$ cat src/rtl/ising_seq_engine.sv
// ising_seq_engine: instruction-driven run sequencer for the Ising-machine controller.
// Each run executes instruction words (pop mask, push mask, push_zero, switch, rep)
// against NUM_CH read/write AXIS streams and drives per-channel DAC samples.
// Ports:
//   clk, rst (async active-low)           clock and reset
//   run_trig / abort / halt               run control levels
//   run_done, state_out                   run status (registered)
//   instr_t*                              instruction AXIS sink (ready is combinational)
//   rd_t*                                 read-FIFO heads, pop via rd_tready (combinational)
//   wr_t*                                 write-FIFO pushes (registered, never stalls)
//   dac_data / dac_valid                  DAC samples (registered)
//   mac_val_in / nl_val_in, mac_run/nl_run ADC samples and enables
//   err_flags, instr_count, exec_count    sticky errors and saturating run statistics
module ising_seq_engine #(
  parameter int unsigned NUM_CH = 3,
  parameter int unsigned DATA_W = 16,
  parameter int unsigned REP_W  = 4,
  parameter int unsigned CNT_W  = 32
) (
  input  logic                        clk,
  input  logic                        rst,
  input  logic                        run_trig,
  input  logic                        abort,
  input  logic                        halt,
  output logic                        run_done,
  input  logic [2*NUM_CH+2+REP_W-1:0] instr_tdata,
  input  logic                        instr_tvalid,
  output logic                        instr_tready,
  input  logic [NUM_CH*DATA_W-1:0]    rd_tdata,
  input  logic [NUM_CH-1:0]           rd_tvalid,
  output logic [NUM_CH-1:0]           rd_tready,
  output logic [NUM_CH*DATA_W-1:0]    wr_tdata,
  output logic [NUM_CH-1:0]           wr_tvalid,
  input  logic [NUM_CH-1:0]           wr_tready,
  output logic [NUM_CH*DATA_W-1:0]    dac_data,
  output logic [NUM_CH-1:0]           dac_valid,
  input  logic [DATA_W-1:0]           mac_val_in,
  input  logic [DATA_W-1:0]           nl_val_in,
  output logic                        mac_run,
  output logic                        nl_run,
  output logic [2:0]                  err_flags,
  output logic [CNT_W-1:0]            instr_count,
  output logic [CNT_W-1:0]            exec_count,
  output logic [1:0]                  state_out
);

  localparam int unsigned INSTR_W = 2*NUM_CH+2+REP_W;
  localparam int unsigned BUS_W   = NUM_CH*DATA_W;
  localparam logic [CNT_W-1:0] CNT_MAX = '1;

  typedef enum logic [1:0] {
    S_IDLE = 2'd0,
    S_RUN  = 2'd1,
    S_DONE = 2'd2
  } state_e;

  state_e            state_q;
  logic              out_sel_q;
  logic [REP_W-1:0]  rep_cnt_q;

  // Instruction field decode
  logic [NUM_CH-1:0] pop_c;
  logic [NUM_CH-1:0] push_c;
  logic              push_zero_c;
  logic              switch_c;
  logic [REP_W-1:0]  rep_c;

  assign pop_c       = instr_tdata[NUM_CH-1:0];
  assign push_c      = instr_tdata[2*NUM_CH-1:NUM_CH];
  assign push_zero_c = instr_tdata[2*NUM_CH];
  assign switch_c    = instr_tdata[2*NUM_CH+1];
  assign rep_c       = instr_tdata[INSTR_W-1 -: REP_W];
  assign state_out   = 2'(state_q);

  logic              exec_c;
  logic              last_c;
  logic              end_c;
  logic              sel_d;
  logic [DATA_W-1:0] out_val_c;
  logic [BUS_W-1:0]  wr_data_d;
  logic [REP_W-1:0]  rep_cnt_d;
  logic [CNT_W-1:0]  exec_cnt_d;
  logic [CNT_W-1:0]  instr_cnt_d;
  logic [2:0]        err_d;

  // Execute qualification, handshakes and next-value arithmetic
  always_comb begin
    exec_c       = 1'b0;
    last_c       = 1'b0;
    end_c        = 1'b0;
    sel_d        = out_sel_q;
    out_val_c    = mac_val_in;
    wr_data_d    = '0;
    rep_cnt_d    = rep_cnt_q;
    exec_cnt_d   = exec_count;
    instr_cnt_d  = instr_count;
    err_d        = err_flags;
    rd_tready    = '0;
    instr_tready = 1'b0;

    // Abort wins over execution, so no FIFO is popped on an abort cycle
    exec_c = (state_q == S_RUN) && instr_tvalid && !abort;
    last_c = (rep_cnt_q == rep_c);
    end_c  = halt && !instr_tvalid && (rep_cnt_q == '0);

    // Switch takes effect on the first repeat and already steers that cycle's push
    sel_d     = out_sel_q ^ (exec_c && switch_c && (rep_cnt_q == '0));
    out_val_c = sel_d ? nl_val_in : mac_val_in;
    for (int i = 0; i < NUM_CH; i++) begin
      wr_data_d[i*DATA_W +: DATA_W] = push_zero_c ? '0 : out_val_c;
    end

    rep_cnt_d   = last_c ? '0 : rep_cnt_q + REP_W'(1);
    exec_cnt_d  = (exec_count != CNT_MAX) ? exec_count + CNT_W'(1) : exec_count;
    instr_cnt_d = (last_c && (instr_count != CNT_MAX)) ? instr_count + CNT_W'(1) : instr_count;

    err_d[0] = err_flags[0] | (exec_c && ((pop_c & ~rd_tvalid) != '0));
    err_d[1] = err_flags[1] | ((wr_tvalid & ~wr_tready) != '0);
    err_d[2] = err_flags[2];

    if (exec_c) begin
      rd_tready    = pop_c;
      instr_tready = last_c;
    end
  end

  // Run FSM with registered outputs
  always_ff @(posedge clk or negedge rst) begin
    if (!rst) begin
      state_q     <= S_IDLE;
      run_done    <= 1'b1;
      out_sel_q   <= 1'b0;
      rep_cnt_q   <= '0;
      dac_data    <= '0;
      dac_valid   <= '0;
      wr_tdata    <= '0;
      wr_tvalid   <= '0;
      mac_run     <= 1'b0;
      nl_run      <= 1'b0;
      err_flags   <= '0;
      instr_count <= '0;
      exec_count  <= '0;
    end else begin
      case (state_q)
        S_IDLE: begin
          if (run_trig) begin
            state_q     <= S_RUN;
            run_done    <= 1'b0;
            mac_run     <= 1'b1;
            nl_run      <= 1'b1;
            err_flags   <= '0;
            instr_count <= '0;
            exec_count  <= '0;
            rep_cnt_q   <= '0;
          end
        end
        S_RUN: begin
          if (abort || end_c) begin
            state_q   <= S_DONE;
            run_done  <= 1'b1;
            mac_run   <= 1'b0;
            nl_run    <= 1'b0;
            wr_tvalid <= '0;
            dac_valid <= '0;
            rep_cnt_q <= '0;
            err_flags <= err_d | {abort, 2'b00};
          end else begin
            err_flags <= err_d;
            if (exec_c) begin
              dac_data    <= rd_tdata;
              dac_valid   <= '1;
              wr_tvalid   <= push_c;
              wr_tdata    <= wr_data_d;
              out_sel_q   <= sel_d;
              rep_cnt_q   <= rep_cnt_d;
              exec_count  <= exec_cnt_d;
              instr_count <= instr_cnt_d;
            end else begin
              wr_tvalid <= '0;
            end
          end
        end
        S_DONE: begin
          if (!run_trig && !halt && !abort) state_q <= S_IDLE;
        end
        default: state_q <= S_IDLE;
      endcase
    end
  end

endmodule

$ cat config.mk
export PLATFORM = sky130hd
export DESIGN_NAME = ising_seq_engine
export DESIGN_NICKNAME = d
export VERILOG_FILES = /design/src/rtl/ising_seq_engine.sv
export SDC_FILE = /design/constraint.sdc
export NUM_CORES = 1
export LEC_CHECK = 0
export BUFFER_PORTS_ARGS = -buffer_cell sky130_fd_sc_hd__buf_4
export CAP_MARGIN = 10
export CORE_ASPECT_RATIO = 1.2
export CORE_UTILIZATION = 45
export CTS_BUF_LIST = sky130_fd_sc_hd__clkbuf_16
export CTS_CLUSTER_DIAMETER = 40
export DETAILED_ROUTE_END_ITERATION = 10
export PLACE_DENSITY_LB_ADDON = 0.08
export SYNTH_ARGS = -nofsm -noshare
export SYNTH_HDL_FRONTEND = slang
export SYNTH_SLANG_ARGS = --single-unit
$ cat constraint.sdc
create_clock -name clk -period 2.3 [get_ports clk]
set_input_delay 0.345 -clock clk [delete_from_list [all_inputs] [get_ports clk]]
set_output_delay 0.345 -clock clk [all_outputs]
set_load 0.01 [all_outputs]
## Yosys cells after proc, flatten, opt, wreduce, memory -nomap -nowiden

Cells that the tools add are included.

- Bitwise operators: 9
- Reduce and logical (&&, ||, !) cells: 29
- Equal/unequal tests: 13
- Muxes and demuxes: 35
- Add/subtract/negate cells: 3

Operators with widths:

| cell | number |
|---|---|
| 32-bit 2-to-1 mux | 7 |
| 32-bit one-hot mux with 2 select lines | 2 |
| 32-bit by 1-bit adder with 32-bit output, second input constant | 2 |
| 32-bit inequality test, second input constant | 2 |
| 16-bit 2-to-1 mux | 2 |
| 3-bit 2-to-1 mux | 7 |
| 4-bit 2-to-1 mux | 4 |
| 3-bit AND reduction | 4 |
| 1-bit logical AND | 10 |
| 5-bit AND reduction | 2 |
| 2-bit inequality test, second input constant | 4 |
| 4-bit one-hot mux with 2 select lines | 1 |
| 3-bit bitwise AND | 2 |
| 2-bit 2-to-1 mux | 3 |
| 2-bit by 1-bit inequality test with 1-bit output, second input constant | 3 |
| 3-bit inverter | 2 |
| 2-bit one-hot mux with 3 select lines | 1 |
| 3-bit one-hot mux with 2 select lines | 1 |
| 3-bit nonzero test | 2 |
| 1-bit 2-to-1 mux | 5 |
| 4-bit by 1-bit adder with 4-bit output, second input constant | 1 |
| 4-bit equality test | 1 |
| 1-bit logical NOT | 4 |
| 4-bit logical NOT | 1 |
| 12 further kinds | 16 |

- Output and inout bits: 178
- Bits in registers: 178

## Longest topological paths before layout

- Word-level depth: 8
- Depth in mapped cells: 8
- Mapped depth without buffers: 7

## Least setup slack after synthesis

OpenSTA, ideal clock, no wires.

- Path type: reg2reg
- Start point: register instr_count[0]
- End point: register instr_count[30]
- Data required time: 2.176 ns
- Period minus slack after synthesis: 2.057 ns
- Data arrival time: 1.933 ns
- Path slack: 0.243 ns
- Cell stages (with the launch flop): 8
- Path through: dfrtp_1 -> ha_1 -> nand3_4 -> nor4_4 -> and4bb_4 -> buf_6 -> nor4_1 -> a211o_1

- Longest elaborated chain between the ends: 5
- Elaborated cells between the ends (all ways): 9

Ends and longest elaborated chain:

| element | RTL line | source |
|---|---|---|
| start, declared | 42 | `output logic [CNT_W-1:0] instr_count,` |
| start signal, assigned | 177 | `instr_count <= instr_cnt_d;` |
| 32-bit by 1-bit adder with 32-bit output | 115 | `instr_cnt_d = (last_c && (instr_count != CNT_MAX)) ? instr_count + CNT_W'(1) : instr_count;` |
| 32-bit 2-to-1 mux | 115 |  |
| 32-bit 2-to-1 mux | 169 | `if (exec_c) begin` |
| 32-bit 2-to-1 mux | 158 | `if (abort \|\| end_c) begin` |
| 32-bit one-hot mux with 2 select lines | 144 | `case (state_q)` |

Parallel ways exist; a longest one is shown, timed or not. The select of a mux whose other input is x is not followed.
A chain may end at the register's enable or synchronous reset.

## Worst setup path in the final report

- Start point: register rep_cnt_q[0]
- End point: output instr_tready

- Longest elaborated chain between the ends: 2

Ends and longest elaborated chain:

| element | RTL line | source |
|---|---|---|
| start, declared | 59 | `logic [REP_W-1:0] rep_cnt_q;` |
| start signal, assigned | 175 | `rep_cnt_q <= rep_cnt_d;` |
| 4-bit equality test | 103 | `last_c = (rep_cnt_q == rep_c);` |
| 1-bit 2-to-1 mux | 121 | `if (exec_c) begin` |
| end, declared | 28 | `output logic instr_tready,` |

Every way passes these cells.

==> metrics.yaml <==
grt:
  grtUsageTotal: 0.2633
  grt_max_degree: 53
  grt_pass1_vias: 6784
  grt.overflow.total: 0
  grt_pass1_wl_um: 36310
  antenna_found_initial: 0
place:
  gp_congestion: 0.8612
  place_ws_ns: 0.06731
  placed_area_um2: 10110
  placed_cells: 1312
  port_buffers: 281
  hpwl_um: 16640
timing:
  setup_viol: 0
  grt_setup_unrepaired: "no"
  worst_clock_skew_ns: 0.007569
  max_freq_mhz: 456.4
  slew_violations: 0
  layout_setup_ws_ns: 0.1088
  maxSlewHeadroom: 0.5578
  period_needed_ns: 2.191
  timing.hold.ws_ns: 0.1080
  tightest_slew_ns: 0.6629
  totalNegativeSetupSlack_ns: 0
  hold_violations: 0
  fin_crit_sh: 0.9527
worst_setup_path:
  r2r_end: "instr_count[13]"
  worstSetupPathType: "flip-flop to output pin"
  rr_worst_depth: 5
  crit_arrival_ns: 1.85
  r2r_slack_ns: 0.13
  cp_cell_sequence: "xor2_1, nor4_4, nand2_1, inv_2, buf_4"
  required_ns: 1.96
  critPathBufInv: 2
  path_delay_family: "flip-flops"
  cpPeakStageDelay_ns: 0.45
  path_max_fanout: 7
  start_kind: "flip-flop"
  crit_path_end_kind: "output pin"
  cp_slowest_cell: "dfrtp_1"
  r2r_start: "instr_count[10]"
clocking:
  numCtsBuffers: 17
  clk_pin_slew_ns: 0.07
  h-tree-depth: 4
  clockBufferDepth: 2
  numClockSinks: 144
  cts_root_buffer: "clkbuf_16"
  cts_tree: "yes"
  insertion_delay_ns: 0.42
drt:
  ant_nets: 0
  drc: 0
  wl_per_cell_um: 17.46
  vias_per_cell: 5.545
  dr.pass1.iters: 5
  finalWirelength_um: 23550
  drtIter0Drc: 499
  via_count: 7480
synth:
  synth-seq-cells: 144
  avgSynthCellArea_um2: 9.193
  async_reset_ff_frac: 1.000
  synth_cell_types: 80
  syn-num-nets: 951
  synth-seq-area-share: 0.4651
  yosys_warnings: 0
  synth_area_um2: 7750
  ys.flop_type: "dfrtp_1"
  syn_inst: 843
  synth_edf_count: 0
floorplanning:
  die_x_um: 121.8
  die_h_um: 145.8
  io_pins: 282
  row_count: 52
  core_area_um2: 16850
  initial_core_util: 0.4599
  dieArea_um2: 17750
run:
  maxCapViolCount: 0
hold_path:
  min_path_cells: 3
  min_path_type: "primary input to flip-flop"
  min_to: "dac_data[39]"
  worstHoldStart: "rd_tdata[39]"
pwr:
  vdd_ir_drop_max_mv: 0.4986
  p_leak_nw: 5.498
  p_total_mw: 10.64
  cellPowerDensity_nw_per_um2: 987.7
finish:
  drive_gt1_frac: 0.3557
  diodes: 0
  nNetsFinal: 1228
  post-route-util: 0.6394
  fin_cells: 1349
  multi_input_area_um2: 3573
  area_growth_pct: 39.04
  nFillCells: 1499
  seqCellArea_um2: 3607
  postLayoutCellArea_um2: 10780
run_status:
  status: "completed"
## worst max path at each step
stage                 endpoint      startpoint  cells after the start  slack [ns]
6_report          instr_tready    rep_cnt_q[0]                      5        0.11
2_1_floorplan  instr_count[30]  instr_count[0]                      7        0.24
3_5_place_dp   instr_count[13]  instr_count[1]                      6        0.07
3_3_place_gp   instr_count[13]  instr_count[1]                      6        0.14
5_1_grt        instr_count[13]  instr_count[9]                      5        0.01
4_1_cts           rd_tready[2]    state_out[1]                      5        0.03
## metal layers
metal / GRT usage / routed length [um]
met1: 0.3500 / 10060
met2: 0.4209 / 11160
met3: 0.06740 / 2051
met4: 0.07531 / 278
met5: 0 / 0
## registers in the layout, summed over array words and instances, names as in the netlist, 2 cells and up
register	flops
wr_tvalid	3
dac_data	48
exec_count	32
rep_cnt_q	4
wr_tdata	16
err_flags	3
instr_count	32
state_out	2
## cell usage after synthesis (5+ instances only)
cell      count  area, um2
nand3_1      32      160.2
a211o_1       8      70.07
buf_4        38      285.3
nand2_1     203      762.0
a31oi_1      42      262.8
o31ai_1      23      172.7
mux2i_1      22      220.2
dfrtp_1     143       3578
a21o_1        7      52.55
a41oi_1       6      52.55
nor2_1       25      93.84
o211ai_1      5      37.54
nor4_1       11      68.82
buf_6         9      101.4
inv_1        21      78.83
nor3_1       20      100.1
and3_1       22      137.6
and4_1        5      43.79
o21ai_0      22      110.1
buf_2         7      35.03
a21boi_0      5      37.54
a21oi_1      13      65.06
buf_1         9      33.78
clkbuf_1     19      71.32
and2_1        8      50.05
nand4_1      25      156.4
or3_1         5      31.28
## worst reg2reg max path, stage by stage, from the launching register on
cell and delay [ns]:
dfrtp_1 0.48, nand3_1 0.20, nor4_4 0.47, and4bb_4 0.44, nor2_1 0.15, a221o_1 0.31
## cells in the final DEF, fill, tap and decap left out, drive strengths merged, types with 23 or more instances in the layout
master,instances
o31ai,23
inv,30
nand2,203
nand3,34
dfrtp,143
and3,24
a31oi,42
o21ai,23
nand4,26
buf,337
nor2,26
## area by class of cell
class,count,share of cell area
Tap cell,216,0.02508
Multi-Input combinational cell,596,0.3316
Clock buffer,17,0.03948
Clock inverter,15,0.01382
Sequential cell,144,0.3348
Timing Repair Buffer,340,0.2479
Inverter,21,0.007315
## kinds of logic after synthesis
| group | synth area share |
|---|---|
| fa+ha+maj | 0.006458 |
| xor+xnor | 0.006619 |
| buf+inv | 0.07814 |
| mux | 0.02987 |
| flops | 0.4651 |
| compound gates | 0.1564 |
| simple gates | 0.2573 |
## timing repair
action	CTS	global route
resized for setup	3	1
gates cloned	1	1
hold endpoints to repair	41	0
buffers inserted	0	2
endpoints found under the setup margin	4	14
pin swaps	0	2
hold buffers	1	0
## report_power, final
part           switching [mW]  internal [mW]
clock                    1.18           1.52
combinational            2.10           2.02
sequential              0.582           3.24
total                    3.86           6.78
Note: power is estimated with default switching activity, not from simulation.
